`src/rtl/fsm_cordic_ctrl_param_if.sv`:
```
// Handshake/control bundle between the CORDIC control FSM and its datapath.
//   master : the control FSM (drives LD_INIT, Begin_SUM, ADD_SUBT, SEL_OP, EN_REGx,
//            SHIFT, ITER_CNT, BUSY, ACK_FSM, ERR_TMO; samples start/mode/sign/ack)
//   slave  : the datapath / host side (mirror image of master)
// IW sets the width of SHIFT and ITER_CNT.
interface fsm_cordic_ctrl_param_if #(
   parameter int unsigned IW = 6
);
   logic          Begin_FSM;
   logic          RST_FSM;
   logic          HYP;
   logic          VECT;
   logic          SIGN_Y;
   logic          SIGN_Z;
   logic          ACK_ADD_SUBT;
   logic          LD_INIT;
   logic          Begin_SUM;
   logic          ADD_SUBT;
   logic [1:0]    SEL_OP;
   logic          EN_REGX;
   logic          EN_REGY;
   logic          EN_REGZ;
   logic [IW-1:0] SHIFT;
   logic [IW-1:0] ITER_CNT;
   logic          BUSY;
   logic          ACK_FSM;
   logic          ERR_TMO;

   modport master (
      input  Begin_FSM, RST_FSM, HYP, VECT, SIGN_Y, SIGN_Z, ACK_ADD_SUBT,
      output LD_INIT, Begin_SUM, ADD_SUBT, SEL_OP, EN_REGX, EN_REGY, EN_REGZ,
             SHIFT, ITER_CNT, BUSY, ACK_FSM, ERR_TMO
   );

   modport slave (
      output Begin_FSM, RST_FSM, HYP, VECT, SIGN_Y, SIGN_Z, ACK_ADD_SUBT,
      input  LD_INIT, Begin_SUM, ADD_SUBT, SEL_OP, EN_REGX, EN_REGY, EN_REGZ,
             SHIFT, ITER_CNT, BUSY, ACK_FSM, ERR_TMO
   );
endinterface

```
`src/rtl/fsm_cordic_ctrl_param.sv`:
```
// Control FSM for an iterative CORDIC datapath with one shared add/subtract unit.
// Each micro-rotation issues X, Y and Z updates through the Begin_SUM/ACK_ADD_SUBT
// handshake, then advances its own shift and iteration counters (with hyperbolic
// repeat iterations at shift 4, 13, 40, ...). A missing adder ack times out to ERR.
// Ports:
//   CLK  : system clock
//   RST  : synchronous active-high reset, clears state and all outputs
//   bus  : fsm_cordic_ctrl_param_if.master (start/mode/sign/ack in, datapath
//          controls, SHIFT, ITER_CNT and status flags out; all outputs registered)
module fsm_cordic_ctrl_param #(
   parameter int unsigned ITERS   = 16,
   parameter int unsigned IW      = 6,
   parameter int unsigned TMO_CYC = 64
) (
   input  logic                    CLK,
   input  logic                    RST,
   fsm_cordic_ctrl_param_if.master bus
);

   localparam int unsigned   TW      = $clog2(TMO_CYC);
   localparam int unsigned   RW      = IW + 2;
   localparam logic [TW-1:0] TmoLast = TW'(TMO_CYC - 1);
   localparam logic [IW:0]   ItersL  = (IW+1)'(ITERS);
   localparam logic [1:0]    SelX    = 2'b00;
   localparam logic [1:0]    SelY    = 2'b01;
   localparam logic [1:0]    SelZ    = 2'b10;

   typedef enum logic [3:0] {
      StIdle, StInit, StDir, StXs, StXw, StYs, StYw, StZs, StZw, StStep, StDone, StErr
   } state_e;

   state_e         state_q;
   logic           hyp_q;
   logic           vect_q;
   logic           d_q;         // 1 = sigma +1, fixed for the whole micro-rotation
   logic           rep_flag_q;  // current shift value has already been repeated
   logic [RW-1:0]  rep_pt_q;    // next hyperbolic repeat point (4, 13, 40, ...)
   logic [TW-1:0]  tmo_q;

   logic           dir_d;
   logic           clr_fsm;
   logic [IW:0]    iter_inc;
   logic           at_rep_pt;

   always_comb begin
      dir_d     = vect_q ? bus.SIGN_Y : ~bus.SIGN_Z;
      clr_fsm   = ((state_q == StDone) || (state_q == StErr)) && bus.RST_FSM;
      iter_inc  = {1'b0, bus.ITER_CNT} + (IW+1)'(1);
      at_rep_pt = ({2'b00, bus.SHIFT} == rep_pt_q);
   end

   always_ff @(posedge CLK) begin
      if (RST || clr_fsm) begin
         state_q       <= StIdle;
         hyp_q         <= 1'b0;
         vect_q        <= 1'b0;
         d_q           <= 1'b0;
         rep_flag_q    <= 1'b0;
         rep_pt_q      <= '0;
         tmo_q         <= '0;
         bus.LD_INIT   <= 1'b0;
         bus.Begin_SUM <= 1'b0;
         bus.ADD_SUBT  <= 1'b0;
         bus.SEL_OP    <= SelX;
         bus.EN_REGX   <= 1'b0;
         bus.EN_REGY   <= 1'b0;
         bus.EN_REGZ   <= 1'b0;
         bus.SHIFT     <= '0;
         bus.ITER_CNT  <= '0;
         bus.BUSY      <= 1'b0;
         bus.ACK_FSM   <= 1'b0;
         bus.ERR_TMO   <= 1'b0;
      end else begin
         // Single-cycle pulses default low.
         bus.LD_INIT   <= 1'b0;
         bus.Begin_SUM <= 1'b0;
         bus.EN_REGX   <= 1'b0;
         bus.EN_REGY   <= 1'b0;
         bus.EN_REGZ   <= 1'b0;

         unique case (state_q)
            StIdle: begin
               if (bus.Begin_FSM) begin
                  hyp_q        <= bus.HYP;
                  vect_q       <= bus.VECT;
                  bus.SHIFT    <= bus.HYP ? IW'(1) : '0;
                  bus.ITER_CNT <= '0;
                  rep_pt_q     <= RW'(4);
                  rep_flag_q   <= 1'b0;
                  bus.LD_INIT  <= 1'b1;
                  bus.BUSY     <= 1'b1;
                  state_q      <= StInit;
               end
            end
            StInit: state_q <= StDir;
            StDir: begin
               d_q           <= dir_d;
               bus.SEL_OP    <= SelX;
               bus.ADD_SUBT  <= hyp_q ? ~dir_d : dir_d;
               bus.Begin_SUM <= 1'b1;
               state_q       <= StXs;
            end
            StXs: begin
               tmo_q   <= '0;
               state_q <= StXw;
            end
            StYs: begin
               tmo_q   <= '0;
               state_q <= StYw;
            end
            StZs: begin
               tmo_q   <= '0;
               state_q <= StZw;
            end
            StXw, StYw, StZw: begin
               if (bus.ACK_ADD_SUBT) begin
                  if (state_q == StXw) begin
                     bus.EN_REGX   <= 1'b1;
                     bus.SEL_OP    <= SelY;
                     bus.ADD_SUBT  <= ~d_q;
                     bus.Begin_SUM <= 1'b1;
                     state_q       <= StYs;
                  end else if (state_q == StYw) begin
                     bus.EN_REGY   <= 1'b1;
                     bus.SEL_OP    <= SelZ;
                     bus.ADD_SUBT  <= d_q;
                     bus.Begin_SUM <= 1'b1;
                     state_q       <= StZs;
                  end else begin
                     bus.EN_REGZ <= 1'b1;
                     state_q     <= StStep;
                  end
               end else if (tmo_q == TmoLast) begin
                  bus.SEL_OP   <= SelX;
                  bus.ADD_SUBT <= 1'b0;
                  bus.BUSY     <= 1'b0;
                  bus.ERR_TMO  <= 1'b1;
                  state_q      <= StErr;
               end else begin
                  tmo_q <= tmo_q + TW'(1);
               end
            end
            StStep: begin
               bus.ITER_CNT <= iter_inc[IW-1:0];
               if (hyp_q && at_rep_pt && !rep_flag_q) begin
                  // Hyperbolic convergence needs this shift executed twice.
                  rep_flag_q <= 1'b1;
               end else begin
                  rep_flag_q <= 1'b0;
                  bus.SHIFT  <= bus.SHIFT + IW'(1);
                  if (at_rep_pt) begin
                     rep_pt_q <= rep_pt_q + (rep_pt_q << 1) + RW'(1);
                  end
               end
               if (iter_inc == ItersL) begin
                  bus.BUSY    <= 1'b0;
                  bus.ACK_FSM <= 1'b1;
                  state_q     <= StDone;
               end else begin
                  state_q <= StDir;
               end
            end
            StDone: state_q <= StDone;
            StErr:  state_q <= StErr;
            default: state_q <= StIdle;
         endcase
      end
   end

endmodule

```
`src/flat_wrapper.sv`:
```
// flat-port wrapper written by rule: the top's interface ports become plain ports
module fsm_cordic_ctrl_param_flat 
#(
   parameter int unsigned ITERS   = 16,
   parameter int unsigned IW      = 6,
   parameter int unsigned TMO_CYC = 64
)
  (CLK, RST, bus_Begin_FSM, bus_RST_FSM, bus_HYP, bus_VECT, bus_SIGN_Y, bus_SIGN_Z, bus_ACK_ADD_SUBT, bus_LD_INIT, bus_Begin_SUM, bus_ADD_SUBT, bus_SEL_OP, bus_EN_REGX, bus_EN_REGY, bus_EN_REGZ, bus_SHIFT, bus_ITER_CNT, bus_BUSY, bus_ACK_FSM, bus_ERR_TMO);
  fsm_cordic_ctrl_param_if #(.IW(IW)) bus_i ();
  input  logic CLK;
  input  logic RST;
  input wire logic [$bits(bus_i.Begin_FSM)-1:0] bus_Begin_FSM;
  input wire logic [$bits(bus_i.RST_FSM)-1:0] bus_RST_FSM;
  input wire logic [$bits(bus_i.HYP)-1:0] bus_HYP;
  input wire logic [$bits(bus_i.VECT)-1:0] bus_VECT;
  input wire logic [$bits(bus_i.SIGN_Y)-1:0] bus_SIGN_Y;
  input wire logic [$bits(bus_i.SIGN_Z)-1:0] bus_SIGN_Z;
  input wire logic [$bits(bus_i.ACK_ADD_SUBT)-1:0] bus_ACK_ADD_SUBT;
  output wire logic [$bits(bus_i.LD_INIT)-1:0] bus_LD_INIT;
  output wire logic [$bits(bus_i.Begin_SUM)-1:0] bus_Begin_SUM;
  output wire logic [$bits(bus_i.ADD_SUBT)-1:0] bus_ADD_SUBT;
  output wire logic [$bits(bus_i.SEL_OP)-1:0] bus_SEL_OP;
  output wire logic [$bits(bus_i.EN_REGX)-1:0] bus_EN_REGX;
  output wire logic [$bits(bus_i.EN_REGY)-1:0] bus_EN_REGY;
  output wire logic [$bits(bus_i.EN_REGZ)-1:0] bus_EN_REGZ;
  output wire logic [$bits(bus_i.SHIFT)-1:0] bus_SHIFT;
  output wire logic [$bits(bus_i.ITER_CNT)-1:0] bus_ITER_CNT;
  output wire logic [$bits(bus_i.BUSY)-1:0] bus_BUSY;
  output wire logic [$bits(bus_i.ACK_FSM)-1:0] bus_ACK_FSM;
  output wire logic [$bits(bus_i.ERR_TMO)-1:0] bus_ERR_TMO;
  assign bus_i.Begin_FSM = bus_Begin_FSM;
  assign bus_i.RST_FSM = bus_RST_FSM;
  assign bus_i.HYP = bus_HYP;
  assign bus_i.VECT = bus_VECT;
  assign bus_i.SIGN_Y = bus_SIGN_Y;
  assign bus_i.SIGN_Z = bus_SIGN_Z;
  assign bus_i.ACK_ADD_SUBT = bus_ACK_ADD_SUBT;
  assign bus_LD_INIT = bus_i.LD_INIT;
  assign bus_Begin_SUM = bus_i.Begin_SUM;
  assign bus_ADD_SUBT = bus_i.ADD_SUBT;
  assign bus_SEL_OP = bus_i.SEL_OP;
  assign bus_EN_REGX = bus_i.EN_REGX;
  assign bus_EN_REGY = bus_i.EN_REGY;
  assign bus_EN_REGZ = bus_i.EN_REGZ;
  assign bus_SHIFT = bus_i.SHIFT;
  assign bus_ITER_CNT = bus_i.ITER_CNT;
  assign bus_BUSY = bus_i.BUSY;
  assign bus_ACK_FSM = bus_i.ACK_FSM;
  assign bus_ERR_TMO = bus_i.ERR_TMO;
  fsm_cordic_ctrl_param #(.ITERS(ITERS), .IW(IW), .TMO_CYC(TMO_CYC)) u_core (.CLK(CLK), .RST(RST), .bus(bus_i));
endmodule
```
`config.mk`:
```
export PLATFORM = sky130hd
export DESIGN_NAME = fsm_cordic_ctrl_param_flat
export DESIGN_NICKNAME = d
export VERILOG_FILES = /design/src/rtl/fsm_cordic_ctrl_param_if.sv /design/src/rtl/fsm_cordic_ctrl_param.sv /design/src/flat_wrapper.sv
export SDC_FILE = /design/constraint.sdc
export NUM_CORES = 1
export LEC_CHECK = 0
export BUFFER_PORTS_ARGS = -buffer_cell sky130_fd_sc_hd__buf_2
export CORE_MARGIN = 4
export CORE_UTILIZATION = 60
export DETAILED_ROUTE_END_ITERATION = 7
export PLACE_DENSITY = 0.82
export SLEW_MARGIN = 40
export SYNTH_ARGS = -nofsm -noshare
export SYNTH_HDL_FRONTEND = slang
export SYNTH_SLANG_ARGS = --single-unit
```
`constraint.sdc`:
```
create_clock -name CLK -period 4.1 [get_ports CLK]
set_input_delay 1.025 -clock CLK [delete_from_list [all_inputs] [get_ports CLK]]
set_output_delay 1.025 -clock CLK [all_outputs]
set_load 0.01 [all_outputs]
```
==> key figures <==
Drt
  – Post-DR vias/cell: 6.13
  – Drc violations: 0
  – First-pass DRT Iterations: 4
  – Aggregate routed wire length: 5.83 mm
  – DRC marker count from the first detailed-route iteration: 165
  – Routed WL per cell: 15.0 um
  – Overall via count from detail_route: 2384
  – Antenna viol nets, final: 0

Critical path
  – Largest incremental delay on the critical path: 0.75 ns
  – Required time of the critical path: 4.31 ns
  – Startpoint class of the critical path: flop
  – Setup crit end kind: flop
  – Critical path, cell by cell: nand3_1 > nor4_1 > nor2_1 > o32ai_1
  – Critical path buffer and inverter count: 0
  – Type of the worst setup path: flop to flop
  – Worst path arrival time: 2.44 ns
  – Family of cells with the greatest summed delay on the critical path: simple AND/OR/NAND/NOR gates
  – Cell with the biggest individual delay on the critical path: sky130_fd_sc_hd__nor4_1
  – Maximum fanout along the worst path: 18

Yosys
  – Top cells by area in the synthesized netlist: sky130_fd_sc_hd__dfxtp_1 (35%), sky130_fd_sc_hd__a21oi_1 (6.1%), sky130_fd_sc_hd__ha_1 (5.9%), sky130_fd_sc_hd__nor2_1 (4.5%), sky130_fd_sc_hd__nand3_1 (3.9%)
  – Synthesized net count: 336
  – Gate count of the mapped netlist: 314
  – Yosys warns: 0
  – Area fraction of the dominant cell type after synthesis: 0.352
  – Number of flip-flops and latches in the synthesized netlist: 45
  – Part of the Yosys area used for sequential elements: 0.352
  – Yosys cell types: 50
  – Syn_area_per_cell: 8.16 um2
  – Netlist area before placement: 2560 um2
  – Library cell with the largest summed area after synthesis: sky130_fd_sc_hd__dfxtp_1
  – Top flip-flop cell by instance count after synthesis: sky130_fd_sc_hd__dfxtp_1
  – Number of enable-type register cells in the synthesized netlist: 0
  – FFs w/ async S/R, synth: 0

Final layout
  – Layout net count: 360
  – Area added between synthesis and finish: 11.6%
  – Final cell utilization of the core: 0.705
  – Final cell count without fillers: 389
  – Fraction of layout instances using a drive strength above 1: 0.165
  – Fill cell count: 336
  – Total non-filler cell area in the finished layout: 2860 um2
  – Number of antenna diodes: 0

Floorplanning
  – Std-Cell Rows: 23
  – Initial standard-cell utilization of the core: 0.632
  – Vert. Die Dim: 73.4 um
  – Area enclosed by the die boundary: 5380 um2
  – Width of the chip: 73.4 um
  – IO Pins: 32
  – Core region area: 4060 um2

Power
  – Peak supply drop: 0.203 mV
  – Cell leakage power: 1.15 nW
  – Internal power: 0.715 mW
  – Relative contribution of combinational cells to total power: 0.084
  – Total net switching power: 0.215 mW
  – Share of total power in the clock network: 0.424
  – Power density normalized to cell area: 325 nW/um2
  – Flop pwr share: 0.491
  – Switching Fraction: 0.231
  – Overall power after layout: 0.930 mW

Clocking
  – Maximum clock insertion buffer count: 2
  – Clock tree from TritonCTS: done
  – Clock sinks: 45
  – Htree depth: 2
  – Number of hold buffers added after CTS: 0
  – Clock edge transition at the registers on the reported setup and hold paths: 0.08 ns
  – Clock latency of the later-clocked register in the worst-skew pair: 0.30 ns
  – Number of cells upsized or downsized after cts: 0
  – Cts bufs inserted: 5
  – Root cell of the clock tree: sky130_fd_sc_hd__clkbuf_8
  – Buffer count from post-CTS setup fixing: 0

GRT
  – Number of global-route vias before repair: 2268
  – Global-route wire length before repair: 9.94 mm
  – Met1 capacity usage during global routing: 0.298
  – Maximum number of pins on one net before global-route repair: 29
  – Met3 layer usage reported by global route: 0.0465
  – Total Routing Usage GR: 0.233
  – Initial antenna violation count: 0
  – Met2 Resource Use GR: 0.374
  – Final global-route overflow total: 0
  – Most heavily used metal layer in global routing: met2

Placed design
  – Gpl congestion: 0.821
  – Inst Count DP: 381
  – Placed cell area: 2720 um2
  – Setup WS pre-CTS: 1.69 ns
  – Half-perimeter wire length of the detailed placement result: 4.11 mm
  – Number of port buffers: 31

STA
  – Peak clock frequency supported by timing: 448 MHz
  – RSZ-0062 raised after global routing: no
  – Count of endpoints failing setup in the final report: 0
  – Final Max Slew Viols: 0
  – Worst clock skew: 0.00442 ns
  – Number of hold violations in the final report: 0
  – Slew at the pin closest to its max-slew limit: 0.737 ns
  – Max transition margin: 0.504
  – Worst hold slack after final layout: 0.473 ns
  – Setup slack after layout: 1.87 ns
  – Final period demand of the worst path: 2.23 ns
  – Setup TNS after final layout: 0 ns
  – Fraction of the cycle the final worst path needs: 0.545

Hold path
  – Class of the most critical hold timing path: flop to flop

Job
  – Maximum Capacitance Violations: 0

Run status
  – Run status: completed
[sequential cells by signal, summed over array words and instances, names as in the netlist, 2 cells and up]
signal and count:
u_core.bus.SEL_OP 2, u_core.bus.SHIFT 6, u_core.tmo_q 6, u_core.state_q 4
u_core.bus.ITER_CNT 6, u_core.rep_pt_q 8
[final cells by class]
type | instances | area (um2) | share of cell area
sequential | 45 | 901 | 0.315
clock buffer | 5 | 68.8 | 0.0241
inverter | 6 | 22.5 | 0.00787
multi-input combinational | 248 | 1580 | 0.552
tap | 50 | 62.6 | 0.0219
timing repair buffer | 32 | 163 | 0.0569
clock inverter | 3 | 65.1 | 0.0227
[power by group through the flow]
| stage | logic, mW | registers [mW] | clock network (mW) |
|---|---|---|---|
| 6_report | 0.0783 | 0.457 | 0.395 |
| 5_1_grt | 0.0888 | 0.459 | 0.417 |
| 4_1_cts | 0.0765 | 0.457 | 0.402 |
| 3_3_place_gp | 0.0744 | 0.467 | 0 |
| 3_5_place_dp | 0.0758 | 0.467 | 0 |
| 2_1_floorplan | 0.0580 | 0.463 | 0 |
[cells by family (layout without fill, tap and decap cells)]
logic type | after synthesis | after routing | share of synthesized area
AO/OA/AOI/OAI | 85 | 85 | 0.217
AND/OR/NAND/NOR | 131 | 131 | 0.264
flip-flops | 45 | 45 | 0.352
adder cells (fa/ha/maj) | 13 | 13 | 0.0664
buffers and inverters | 21 | 46 | 0.0347
XOR/XNOR | 15 | 15 | 0.0513
multiplexers | 4 | 4 | 0.0156
[worst reg2reg max path, delay by kind of cell (launching register included)]
family             cells  cell delay (ns)
and+or+nand+nor        3             1.25
DFF                    1             0.67
AOI/OAI and AO/OA      1             0.23
[cells in the final DEF (no fill, tap or decap), types with 3 or more instances in the layout]
| master | instances |
|---|---|
| sky130_fd_sc_hd__clkbuf_8 | 5 |
| sky130_fd_sc_hd__nor4_1 | 4 |
| sky130_fd_sc_hd__o21ai_0 | 13 |
| sky130_fd_sc_hd__nand3b_1 | 4 |
| sky130_fd_sc_hd__buf_2 | 31 |
| sky130_fd_sc_hd__ha_1 | 12 |
| sky130_fd_sc_hd__a211oi_1 | 7 |
| sky130_fd_sc_hd__or2_2 | 3 |
| sky130_fd_sc_hd__a31o_2 | 4 |
| sky130_fd_sc_hd__mux2i_1 | 4 |
| sky130_fd_sc_hd__o211ai_1 | 6 |
| sky130_fd_sc_hd__or3_1 | 4 |
| sky130_fd_sc_hd__and3_1 | 7 |
| sky130_fd_sc_hd__nand2b_1 | 12 |
| sky130_fd_sc_hd__nor3_1 | 6 |
| sky130_fd_sc_hd__nor2_1 | 31 |
| sky130_fd_sc_hd__nand3_1 | 20 |
| sky130_fd_sc_hd__nand2_1 | 26 |
| sky130_fd_sc_hd__nand4_1 | 3 |
| sky130_fd_sc_hd__xnor2_1 | 8 |
| sky130_fd_sc_hd__dfxtp_1 | 45 |
| sky130_fd_sc_hd__a31oi_1 | 7 |
| sky130_fd_sc_hd__inv_1 | 6 |
| sky130_fd_sc_hd__a21oi_1 | 31 |
| sky130_fd_sc_hd__xor2_1 | 7 |
[worst paths after layout]
check / from / to / slack, ns / depth (start not counted)
setup reg to reg: u_core.state_q[3]$_SDFFE_PP0P_ / u_core.state_q[3]$_SDFFE_PP0P_ / 1.87 / 4
hold reg to reg: u_core.bus.ERR_TMO$_SDFFE_PP0P_ / u_core.bus.ERR_TMO$_SDFFE_PP0P_ / 0.47 / 2
hold / removal: u_core.bus.ERR_TMO$_SDFFE_PP0P_ / u_core.bus.ERR_TMO$_SDFFE_PP0P_ / 0.47 / 2
setup / recovery: u_core.state_q[3]$_SDFFE_PP0P_ / u_core.state_q[3]$_SDFFE_PP0P_ / 1.87 / 4
[Yosys cell counts (all sizes together), types with 2 or more instances]
library cell and number:
or4 2, nor2 31, a22oi 2, nand3b 4, nor2b 2, ha 12
nor4 5, nand3 20, a211oi 7, xor2 7, or2 3, inv 6
nand2b 12, o211ai 6, clkbuf 7, nand4 4, nor3 7, and3 7
buf 8, xnor2 8, a31o 4, mux2i 4, o31ai 2, o21bai 2
dfxtp 45, o21ai 13, or3 4, nand2 26, a31oi 8, a21oi 32
[metal layers]
layer	up-vias	wire, um	share of wire
met2	70	2800	0.48
met4	0	102	0.018
met3	12	327	0.056
li1	1185	-	-
met1	1117	2590	0.44
met5	-	0	0
No activity file was read; power rests on OpenSTA's default activity.
